[src/rtl/updown_modn_counter_pkg.sv]
// Shared constants and helpers for the up/down modulo-N counter family.
// Latency: n/a (declarations only).
// Backpressure: n/a (declarations only).
package updown_modn_counter_pkg;

  localparam logic DIR_UP   = 1'b1;
  localparam logic DIR_DOWN = 1'b0;

  // Prescaler register width: clog2 of the period, never narrower than 1 bit.
  function automatic int pre_width(input int prescale);
    return (prescale > 1) ? $clog2(prescale) : 1;
  endfunction

endpackage

[src/rtl/updown_modn_counter_tick_gen.sv]
// Clock-enable generator: one-cycle tick every PRESCALE enabled cycles.
// Latency: tick is combinational from the prescaler state and en/clear.
// Backpressure: en low freezes the prescaler; clear restarts the period.
module tick_gen
  import updown_modn_counter_pkg::*;
#(
  parameter int PRESCALE = 6
) (
  input  logic clk,
  input  logic reset,
  input  logic en,
  input  logic clear,
  output logic tick
);

  localparam int PW = pre_width(PRESCALE);
  localparam logic [PW-1:0] LAST = PW'(PRESCALE - 1);

  logic [PW-1:0] r_pre;
  logic          w_last;

  assign w_last = (r_pre == LAST);
  assign tick   = en & ~clear & w_last;

  // Prescaler: restart on reset/clear, advance only while enabled, roll over at LAST.
  always_ff @(posedge clk) begin
    if (reset) begin
      r_pre <= '0;
    end else if (clear) begin
      r_pre <= '0;
    end else if (en) begin
      r_pre <= w_last ? '0 : r_pre + PW'(1);
    end
  end

endmodule

[src/rtl/updown_modn_counter.sv]
// Up/down modulo-MODULUS counter stepping on a prescaled tick, with clamped load.
// Latency: load and step visible on count one cycle after the strobe/tick; step/wrap registered.
// Backpressure: en low holds count and prescaler; load overrides en and any coincident step.
module updown_modn_counter
  import updown_modn_counter_pkg::*;
#(
  parameter int WIDTH    = 4,
  parameter int MODULUS  = 16,
  parameter int PRESCALE = 6
) (
  input  logic             clk,
  input  logic             reset,
  input  logic             en,
  input  logic             up,
  input  logic             load,
  input  logic [WIDTH-1:0] load_val,
  output logic [WIDTH-1:0] count,
  output logic             step,
  output logic             wrap,
  output logic             tc
);

  // Reject parameter sets the counter cannot represent.
  if (MODULUS < 2 || MODULUS > (1 << WIDTH) || PRESCALE < 1) begin : g_bad_params
    $error("updown_modn_counter: illegal WIDTH/MODULUS/PRESCALE combination");
  end

  localparam logic [WIDTH-1:0] MAX = WIDTH'(MODULUS - 1);

  logic [WIDTH-1:0] r_count;
  logic             r_step;
  logic             r_wrap;
  logic             w_tick;
  logic [WIDTH-1:0] w_load_clamped;

  // The tick generator is cleared by load so the first step after a load is a full period away.
  tick_gen #(
    .PRESCALE (PRESCALE)
  ) u_tick_gen (
    .clk   (clk),
    .reset (reset),
    .en    (en),
    .clear (load),
    .tick  (w_tick)
  );

  assign w_load_clamped = (load_val > MAX) ? MAX : load_val;

  // Count register: reset > load > step; step/wrap pulse only on the cycle after a step.
  always_ff @(posedge clk) begin
    if (reset) begin
      r_count <= '0;
      r_step  <= 1'b0;
      r_wrap  <= 1'b0;
    end else if (load) begin
      r_count <= w_load_clamped;
      r_step  <= 1'b0;
      r_wrap  <= 1'b0;
    end else if (w_tick) begin
      r_step <= 1'b1;
      if (up == DIR_UP) begin
        if (r_count == MAX) begin
          r_count <= '0;
          r_wrap  <= 1'b1;
        end else begin
          r_count <= r_count + WIDTH'(1);
          r_wrap  <= 1'b0;
        end
      end else begin
        if (r_count == '0) begin
          r_count <= MAX;
          r_wrap  <= 1'b1;
        end else begin
          r_count <= r_count - WIDTH'(1);
          r_wrap  <= 1'b0;
        end
      end
    end else begin
      r_step <= 1'b0;
      r_wrap <= 1'b0;
    end
  end

  assign count = r_count;
  assign step  = r_step;
  assign wrap  = r_wrap;
  assign tc    = ((up == DIR_UP) && (r_count == MAX)) ||
                 ((up == DIR_DOWN) && (r_count == '0));

endmodule
[config.mk]
export PLATFORM = sky130hd
export DESIGN_NAME = updown_modn_counter
export DESIGN_NICKNAME = d
export VERILOG_FILES = /design/src/rtl/updown_modn_counter_pkg.sv /design/src/rtl/updown_modn_counter_tick_gen.sv /design/src/rtl/updown_modn_counter.sv
export SDC_FILE = /design/constraint.sdc
export NUM_CORES = 1
export LEC_CHECK = 0
export CORE_AREA = 10 10 47 49
export DETAILED_ROUTE_END_ITERATION = 8
export DIE_AREA = 0 0 57 59
export PLACE_DENSITY_LB_ADDON = 0.3
export SLEW_MARGIN = 20
export SYNTH_ARGS = -nofsm -noshare
export SYNTH_HDL_FRONTEND = slang
export SYNTH_HIERARCHICAL = 1
export SYNTH_SLANG_ARGS = --single-unit
[constraint.sdc]
create_clock -name clk -period 3.1 [get_ports clk]
set_clock_uncertainty 0.15 [all_clocks]
set_input_delay 0.775 -clock clk [delete_from_list [all_inputs] [get_ports clk]]
set_output_delay 0.775 -clock clk [all_outputs]
set_load 0.05 [all_outputs]
==> results.json, run 1 <==
{
  "status": "finished, final reports clean",
  "internal-power_mw": 0.203,
  "slowest_delay_ns": 0.50,
  "p_leak_nw": 0.282,
  "final_common_cell": "clkdlybuf4s50_1",
  "final_cell_mix": "clkdlybuf4s50_1, dfxtp_1, nor2_1, a21oi_1, xnor2_1",
  "power_frac_clock": 0.316,
  "grt_overflow": 0,
  "diodes": 0,
  "start_util": 0.371,
  "cts-hold-fix-buffers": 0,
  "r2r_setup_slack_ns": 1.44,
  "dr_total_vias": 469,
  "die_width_um": 57,
  "ir_drop_mv": 0.192,
  "synth_flop_cell": "dfxtp_1",
  "synth_cells": 59,
  "cts-root-buf": "clkbuf_4",
  "syn_avg_cell_area_um2": 8.82,
  "num_rows": 14,
  "drv_cap": 0,
  "cts_made_buffers": 3,
  "synth_cell_types": 27,
  "drc_errors": 0,
  "synth_async_sr_flop_share": 0,
  "ios": 16,
  "crit_chain": "clkdlybuf4s50_1 -> nand2b_1 -> o31ai_1 -> buf_4 -> buf_12",
  "switching_share": 0.286,
  "cts_tree": "done",
  "synth_top_cells_by_area": "dfxtp_1, xnor2_1, a21oi_1, ha_1, a21boi_0",
  "cts_setup_buffers": 0,
  "portBuffers": 15,
  "wl_um": 1140,
  "clkSlewWorstSetupHoldPaths_ns": 0.06,
  "critPathKind": "in -> out",
  "hold_viol_final": 0,
  "grt_pass1_vias": 471,
  "clock_path_buffers": 2,
  "worstPathArrival_ns": 1.95,
  "fillers": 151,
  "fin_area_um2": 738,
  "regArea_um2": 180,
  "synth_top_cell_by_area": "dfxtp_1",
  "htreeDepth": 1,
  "critPathSlowestCell": "clkdlybuf4s50_1",
  "clkSinkCount": 9,
  "rsz0062_at_grt": "no",
  "fin_ws_ns": 0.222,
  "die_area_um2": 3360,
  "final_util": 0.527,
  "seq_area_frac_synth": 0.346,
  "viasPerCell": 4.94,
  "synth_top_area_share": 0.346,
  "period_minus_slack_ns": 2.88,
  "power-per-cell-area_nw_per_um2": 385,
  "finalSetupViolCount": 0,
  "required_ns": 2.17,
  "nNetsFinal": 91,
  "grt_pass1_wl_um": 2010,
  "ant_nets": 0,
  "cts_resized": 0,
  "synth-edff-count": 0,
  "slew_violations": 0,
  "first_pass_iters": 3,
  "grt_max_degree": 12,
  "net-switching-power_mw": 0.0814,
  "layout-drive-gt1-share": 0.127,
  "wl_per_cell_um": 12.0,
  "multi_input_area_um2": 318,
  "postPlaceCellArea_um2": 712,
  "dr.first_iter.drc_count": 5,
  "clock.fmax_mhz": 347,
  "hold_ws_ns": 0.475,
  "fp.dieH_um": 59,
  "fin_tns_setup_ns": 0,
  "dp_hpwl_um": 905,
  "endpoint_kind": "primary output",
  "pwr-share-seq": 0.445,
  "globalplace.congestion": 0.800,
  "synth_warnings": 6,
  "core_um2": 1400,
  "ys_ff_latch": 9,
  "syn_nets": 70,
  "syn_to_final_growth_pct": 41.8,
  "grtUsageTotal": 0.0746,
  "mappedNetlistArea_um2": 520,
  "worst_pin_slew_ns": 0.500,
  "p_comb_frac": 0.239,
  "fin_crit_sh": 0.928,
  "cp_max_fo": 6,
  "insertion_delay_ns": 0.25,
  "antenna_found_initial": 0,
  "pre_cts_ws_ns": 0.209,
  "min_path_type": "reg -> reg",
  "crit_path_start_kind": "primary input",
  "relSlewSlack": 0.665
}
[critical path: cells and delay by family]
kind	cells	cell delay [ns]
buf+inv	3	0.79
compound gates	1	0.19
simple gates	1	0.20
[logic make-up after synthesis]
logic type / Yosys count / synth area share
mux: 1 / 0.0192
flops: 9 / 0.346
xor+xnor: 4 / 0.0673
compound gates: 19 / 0.260
fa+ha+maj: 2 / 0.0481
simple gates: 18 / 0.216
buf+inv: 6 / 0.0433
[per-stage QoR]
stage          total power [mW]  instances
6_report                  0.284         95
5_1_grt                   0.303         95
4_1_cts                   0.290         95
3_5_place_dp              0.197         91
3_3_place_gp              0.197         91
2_1_floorplan             0.166         59
[cell type report]
class | instances | share of cell area
Timing Repair Buffer | 17 | 0.237
Sequential cell | 9 | 0.244
Inverter | 5 | 0.0254
Multi-Input combinational cell | 44 | 0.431
Clock buffer | 4 | 0.0356
Tap cell | 16 | 0.0271
[path summary, 6_finish.rpt]
kind	from	end	cells after the start
setup reg to reg	u_tick_gen/r_pre[0]$_SDFFE_PP0P_	count[2]$_SDFFE_PP0P_	5
hold / removal	u_tick_gen/r_pre[0]$_SDFFE_PP0P_	u_tick_gen/r_pre[0]$_SDFFE_PP0P_	2
hold reg to reg	u_tick_gen/r_pre[0]$_SDFFE_PP0P_	u_tick_gen/r_pre[0]$_SDFFE_PP0P_	2
setup / recovery	up	tc	5
[Yosys cell counts (2+ instances only)]
cell type and count:
a21oi_1 5, o21a_1 3, inv_2 2, nand2_1 2, nor2b_1 3, dfxtp_1 9, o31ai_1 2, inv_1 3
ha_1 2, o21ai_0 2, xnor2_1 4, a21boi_0 3, nor2_1 5
[power by group through the flow]
stage,clock network (mW),registers [mW],logic [mW]
2_1_floorplan,0,0.139,0.0270
3_3_place_gp,0,0.129,0.0682
3_5_place_dp,0,0.129,0.0682
4_1_cts,0.0949,0.126,0.0686
5_1_grt,0.101,0.128,0.0742
6_report,0.0896,0.126,0.0680
[state kept, by name (all words and copies together), names as in the netlist]
signal / count
step: 1
count: 4
wrap: 1
u_tick_gen/r_pre: 3
[routing by layer]
layer	wire length [µm]	up-vias	share of wire	global-route usage
li1	-	250	-	-
met1	523	207	0.46	0.0840
met2	514	10	0.45	0.112
met3	89	2	0.078	0.0386
met4	11	0	0.0097	0.0403
met5	0	-	0	0
(Power assumes the default switching activity.)
==> run 2: changes to the inputs <==
--- a/config.mk
+++ b/config.mk
@@ -5,6 +5,7 @@
 export SDC_FILE = /design/constraint.sdc
 export NUM_CORES = 1
 export LEC_CHECK = 0
+export ABC_AREA = 1
 export CORE_AREA = 10 10 47 49
 export DETAILED_ROUTE_END_ITERATION = 8
 export DIE_AREA = 0 0 57 59
==> run 2 against run 1 <==
Worst setup slack improved by 0.10 ns. Wire length increased by 5.9%. Sequential share of layout area is 0.46 points higher. Global-route usage is 0.27 points higher.
==> results.json, run 2 <==
{
  "drv_cap": 0,
  "nNetsFinal": 111,
  "final_cell_count_no_fill": 115,
  "synth_top_cells_by_area": "dfxtp_1, nand2_1, inv_1, nor2_1, a21oi_1",
  "syn_avg_cell_area_um2": 6.46,
  "cts_resized": 0,
  "dr_total_vias": 545,
  "synth_async_sr_flop_share": 0,
  "grt_pass1_vias": 512,
  "seq_area_frac_synth": 0.344,
  "ir_drop_mv": 0.261,
  "dr.first_iter.drc_count": 14,
  "worst_hold_path.num_cells": 3,
  "rsz0062_at_grt": "no",
  "synthMuxAreaShare": 0,
  "num_rows": 14,
  "globalplace.congestion": 0.706,
  "reg2reg_to": "count[0]$_SDFFE_PP0P_",
  "grt_pass1_wl_um": 2090,
  "first_pass_iters": 4,
  "syn_to_final_growth_pct": 38.5,
  "period_minus_slack_ns": 2.77,
  "drc_errors": 0,
  "clock.fmax_mhz": 361,
  "hp-start": "u_tick_gen/r_pre[2]$_SDFFE_PP0P_",
  "required_ns": 2.17,
  "fin_tns_setup_ns": 0,
  "synth_flop_cell": "dfxtp_1",
  "portBuffers": 15,
  "core_um2": 1400,
  "cts-hold-fix-buffers": 0,
  "postPlaceCellArea_um2": 698,
  "ys_ff_latch": 9,
  "insertion_delay_ns": 0.26,
  "die_width_um": 57,
  "slowest_delay_ns": 0.54,
  "wl_per_cell_um": 10.5,
  "cts_tree": "done",
  "dp_cells": 111,
  "final_util": 0.517,
  "grt_overflow": 0,
  "power-per-cell-area_nw_per_um2": 389,
  "cts_setup_buffers": 0,
  "ios": 16,
  "synth_top_area_share": 0.344,
  "relSlewSlack": 0.666,
  "yosysMostFrequentCell": "nand2_1",
  "cts-root-buf": "clkbuf_4",
  "htreeDepth": 1,
  "grtUsageTotal": 0.0773,
  "synth_cells": 81,
  "cp_max_fo": 4,
  "fin_crit_sh": 0.895,
  "finalSetupViolCount": 0,
  "syn_nets": 92,
  "fp.dieH_um": 59,
  "ys_top_cells_by_count": "nand2_1, inv_1, dfxtp_1, nor2_1",
  "viasPerCell": 4.74,
  "synth-simple-area-share": 0.385,
  "synth_compound_area_frac": 0.117,
  "antenna_found_initial": 0,
  "largest_reg_flops": 4,
  "synth_cell_types": 19,
  "synth-edff-count": 0,
  "min_path_type": "reg -> reg",
  "r2r_setup_slack_ns": 1.49,
  "diodes": 0,
  "synth_top_family_by_area": "simple AND/OR/NAND/NOR gates",
  "clkSinkCount": 9,
  "crit_buf_inv": 3,
  "p_leak_nw": 0.331,
  "synthAdderAreaFrac": 0.0478,
  "worst_pin_slew_ns": 0.500,
  "crit_path_start_kind": "primary input",
  "clock_path_buffers": 2,
  "worstPathArrival_ns": 1.85,
  "worst_r2r_path_depth": 8,
  "grt_max_degree": 10,
  "dp_hpwl_um": 969,
  "slew_violations": 0,
  "pre_cts_ws_ns": 0.321,
  "cp_top_family": "buffers and inverters",
  "layout-drive-gt1-share": 0.0808,
  "mappedNetlistArea_um2": 523,
  "cts_made_buffers": 3,
  "die_area_um2": 3360,
  "hold_end": "u_tick_gen/r_pre[1]$_SDFFE_PP0P_",
  "crit_chain": "clkdlybuf4s50_1 -> inv_1 -> a21oi_1 -> buf_12",
  "ant_nets": 0,
  "critPathSlowestCell": "clkdlybuf4s50_1",
  "endpoint_kind": "primary output",
  "start_util": 0.373,
  "fin_area_um2": 724,
  "hold_viol_final": 0,
  "synth_top_cell_by_area": "dfxtp_1",
  "final_common_cell": "nand2_1",
  "synth_xor_area_frac": 0.0167,
  "status": "finished, final reports clean",
  "critPathKind": "in -> out",
  "synth_warnings": 6,
  "clkSlewWorstSetupHoldPaths_ns": 0.06,
  "fin_ws_ns": 0.326,
  "wl_um": 1210,
  "r2r_start": "u_tick_gen/r_pre[0]$_SDFFE_PP0P_",
  "final_cell_mix": "nand2_1, clkdlybuf4s50_1, inv_1, nor2_1, dfxtp_1"
}
[run 2: cell count changes in the layout (fill, tap and decap cells not counted), sizes merged, moves of 2 or more]
| cell | previous run | this run |
|---|---|---|
| o31ai | 2 | 0 |
| inv | 5 | 11 |
| nand3 | 0 | 6 |
| xnor2 | 4 | 0 |
| or2 | 0 | 3 |
| a21boi | 3 | 0 |
| nand2 | 2 | 24 |
| o21a | 3 | 0 |
| buf | 3 | 1 |
| nor2 | 5 | 10 |
| nor2b | 3 | 0 |
[run 2: how the worst max path moves through the flow]
stage	cells past startpoint	to	start	slack [ns]
2_1_floorplan	5	tc	count[0]$_SDFFE_PP0P_	0.22
5_1_grt	4	tc	up	0.28
3_3_place_gp	4	tc	up	0.36
3_5_place_dp	4	tc	up	0.32
4_1_cts	4	tc	up	0.32
6_report	4	tc	up	0.33
[run 2: cell type report]
cell class | instances | area (µm²)
Fill cell | 146 | 677
Tap cell | 16 | 20.0
Clock buffer | 4 | 26.3
Multi-Input combinational cell | 60 | 297
Inverter | 11 | 41.3
Sequential cell | 9 | 180
Timing Repair Buffer | 15 | 160
[run 2: through the flow]
step	power (mW)	hold WS (ns)
after floorplan	0.167	0.372
after global placement	0.196	0.394
after detailed placement	0.197	0.394
after CTS	0.287	0.402
after global routing	0.302	0.433
final	0.282	0.402
[run 2: cell families after synthesis]
family | after synthesis
flip-flops | 9
XOR/XNOR | 1
AO/OA/AOI/OAI | 11
AND/OR/NAND/NOR | 46
adder cells (fa/ha/maj) | 2
buffers and inverters | 12
[run 2: worst register-to-register path: cells and delay by family, from the launching register on]
kind | cells | cell delay [ns]
DFF | 1 | 0.38
and+or+nand+nor | 4 | 0.78
AOI/OAI and AO/OA | 2 | 0.15
buffers and inverters | 2 | 0.11
[run 2: power by group]
group | internal [mW] | leakage, nW | total, mW | switching [mW]
clock | 0.0495 | 0.0150 | 0.0882 | 0.0388
sequential | 0.120 | 0.0735 | 0.127 | 0.00690
combinational | 0.0292 | 0.242 | 0.0667 | 0.0374
total | 0.199 | 0.331 | 0.282 | 0.0831
[run 2: per-layer routing]
metal / wire [µm] / GRT usage / part of all wire / vias to the layer above
li1: - / - / - / 293
met4: 11 / 0.0302 / 0.0091 / 0
met1: 523 / 0.0807 / 0.43 / 234
met2: 557 / 0.118 / 0.46 / 16
met5: 0 / 0 / 0 / -
met3: 113 / 0.0558 / 0.094 / 2
==> run 3: changes to the inputs <==
--- a/config.mk
+++ b/config.mk
@@ -10,6 +10,7 @@
 export DETAILED_ROUTE_END_ITERATION = 8
 export DIE_AREA = 0 0 57 59
 export PLACE_DENSITY_LB_ADDON = 0.3
+export REMOVE_ABC_BUFFERS = 1
 export SLEW_MARGIN = 20
 export SYNTH_ARGS = -nofsm -noshare
 export SYNTH_HDL_FRONTEND = slang
==> run 3 against run 2 <==
Clock power up 4.1%. Final area unchanged. Non-clock buffer count unchanged. Die area unchanged. Flip-flop and latch count unchanged. Worst setup slack better by 0.022 ns. Global-route usage down 0.30 points.
==> results.json, run 3 (synthesis gave the netlist of run 2 again) <==
{
  "status": "finished, final reports clean",
  "dr_total_vias": 529,
  "layout-drive-gt1-share": 0.0808,
  "slew_violations": 0,
  "postPlaceCellArea_um2": 698,
  "dr.first_iter.drc_count": 5,
  "first_pass_iters": 4,
  "grt_pass1_vias": 465,
  "switching_share": 0.303,
  "viasPerCell": 4.60,
  "pwr-share-seq": 0.445,
  "globalplace.congestion": 0.730,
  "dp_hpwl_um": 941,
  "clkSinkCount": 9,
  "power-per-cell-area_nw_per_um2": 394,
  "p_comb_frac": 0.233,
  "endpoint_kind": "primary output",
  "period_minus_slack_ns": 2.75,
  "ir_drop_mv": 0.213,
  "hold_viol_final": 0,
  "num_rows": 14,
  "hp-start": "u_tick_gen/r_pre[2]$_SDFFE_PP0P_",
  "fin_ws_ns": 0.348,
  "grt_overflow": 0,
  "cts-hold-fix-buffers": 0,
  "pre_cts_ws_ns": 0.345,
  "nNetsFinal": 111,
  "critPathSlowestCell": "clkdlybuf4s50_1",
  "grtUsageTotal": 0.0743,
  "grt_pass1_wl_um": 1940,
  "fin_crit_sh": 0.888,
  "fin_area_um2": 724,
  "diodes": 0,
  "ios": 16,
  "syn_to_final_growth_pct": 38.5,
  "fin_tns_setup_ns": 0,
  "relSlewSlack": 0.668,
  "cts_tree": "done",
  "start_util": 0.373,
  "cp_max_fo": 4,
  "fp.dieH_um": 59,
  "r2r_start": "u_tick_gen/r_pre[0]$_SDFFE_PP0P_",
  "worstPathArrival_ns": 1.83,
  "insertion_delay_ns": 0.27,
  "portBuffers": 15,
  "core_um2": 1400,
  "fillers": 143,
  "finalSetupViolCount": 0,
  "internal-power_mw": 0.199,
  "largest_reg_flops": 4,
  "p_leak_nw": 0.331,
  "critPathKind": "in -> out",
  "drc_errors": 0,
  "clkSlewWorstSetupHoldPaths_ns": 0.06,
  "crit_path_start_kind": "primary input",
  "grt_max_degree": 10,
  "wl_um": 1220,
  "power_frac_clock": 0.322,
  "cts-root-buf": "clkbuf_4",
  "slowest_delay_ns": 0.53,
  "die_width_um": 57,
  "drv_cap": 0,
  "antenna_found_initial": 0,
  "cp-startpoint": "up",
  "ant_nets": 0,
  "net-switching-power_mw": 0.0864,
  "cts_made_buffers": 3,
  "worst_pin_slew_ns": 0.497,
  "final_common_cell": "nand2_1",
  "final_cell_mix": "nand2_1, clkdlybuf4s50_1, inv_1, nor2_1, dfxtp_1",
  "htreeDepth": 1,
  "min_path_type": "reg -> reg",
  "rsz0062_at_grt": "no",
  "cts_setup_buffers": 0,
  "crit_chain": "clkdlybuf4s50_1 -> inv_1 -> a21oi_1 -> buf_12",
  "clock_path_buffers": 2,
  "clock.fmax_mhz": 363,
  "wl_per_cell_um": 10.6,
  "required_ns": 2.17,
  "cts_resized": 0,
  "die_area_um2": 3360
}
run 3: cell counts in the layout (fill, tap and decap cells not counted):
Identical to the previous run, type by type.
run 3: power groups by stage:
| stage | Combinational [mW] | Clock, mW | Sequential, mW |
|---|---|---|---|
| 3_3_place_gp | 0.0663 | 0 | 0.129 |
| 3_5_place_dp | 0.0666 | 0 | 0.130 |
| 5_1_grt | 0.0727 | 0.105 | 0.128 |
| 2_1_floorplan | 0.0277 | 0 | 0.138 |
| 4_1_cts | 0.0669 | 0.0977 | 0.127 |
| 6_report | 0.0665 | 0.0918 | 0.127 |
run 3: path summary, 6_finish.rpt:
| kind | endpoint | slack [ns] | cells after the start |
|---|---|---|---|
| min | u_tick_gen/r_pre[2]$_SDFFE_PP0P_ | 0.40 | 4 |
| min reg2reg | u_tick_gen/r_pre[2]$_SDFFE_PP0P_ | 0.40 | 4 |
| max reg2reg | count[0]$_SDFFE_PP0P_ | 1.50 | 8 |
| max | tc | 0.35 | 4 |
run 3: critical path, delay by kind of cell:
kind	cells	cell delay (ns)
compound gates	1	0.25
buf+inv	3	0.79
run 3: cell type report:
type / count / area, µm² / share of cell area
tap: 16 / 20.0 / 0.0276
inverter: 11 / 41.3 / 0.0570
multi-input combinational: 60 / 297 / 0.409
sequential: 9 / 180 / 0.249
timing repair buffer: 15 / 160 / 0.221
clock buffer: 4 / 26.3 / 0.0363
run 3: per-stage QoR:
| stage | hold slack, ns | instances | util | power (mW) |
|---|---|---|---|---|
| 5_1_grt | 0.434 | 115 | 0.517 | 0.305 |
| 6_report | 0.405 | 115 | 0.517 | 0.285 |
| 4_1_cts | 0.403 | 115 | 0.517 | 0.292 |
| 3_5_place_dp | 0.394 | 111 | 0.498 | 0.196 |
| 2_1_floorplan | 0.372 | 80 | - | 0.166 |
| 3_3_place_gp | 0.393 | 111 | 0.498 | 0.196 |
run 3: layer usage:
| metal | up-vias | wire, µm | track usage |
|---|---|---|---|
| met5 | - | 0 | 0 |
| met4 | 0 | 21 | 0.0403 |
| met3 | 4 | 104 | 0.0558 |
| met2 | 15 | 535 | 0.112 |
| met1 | 218 | 557 | 0.0735 |
| li1 | 292 | - | - |
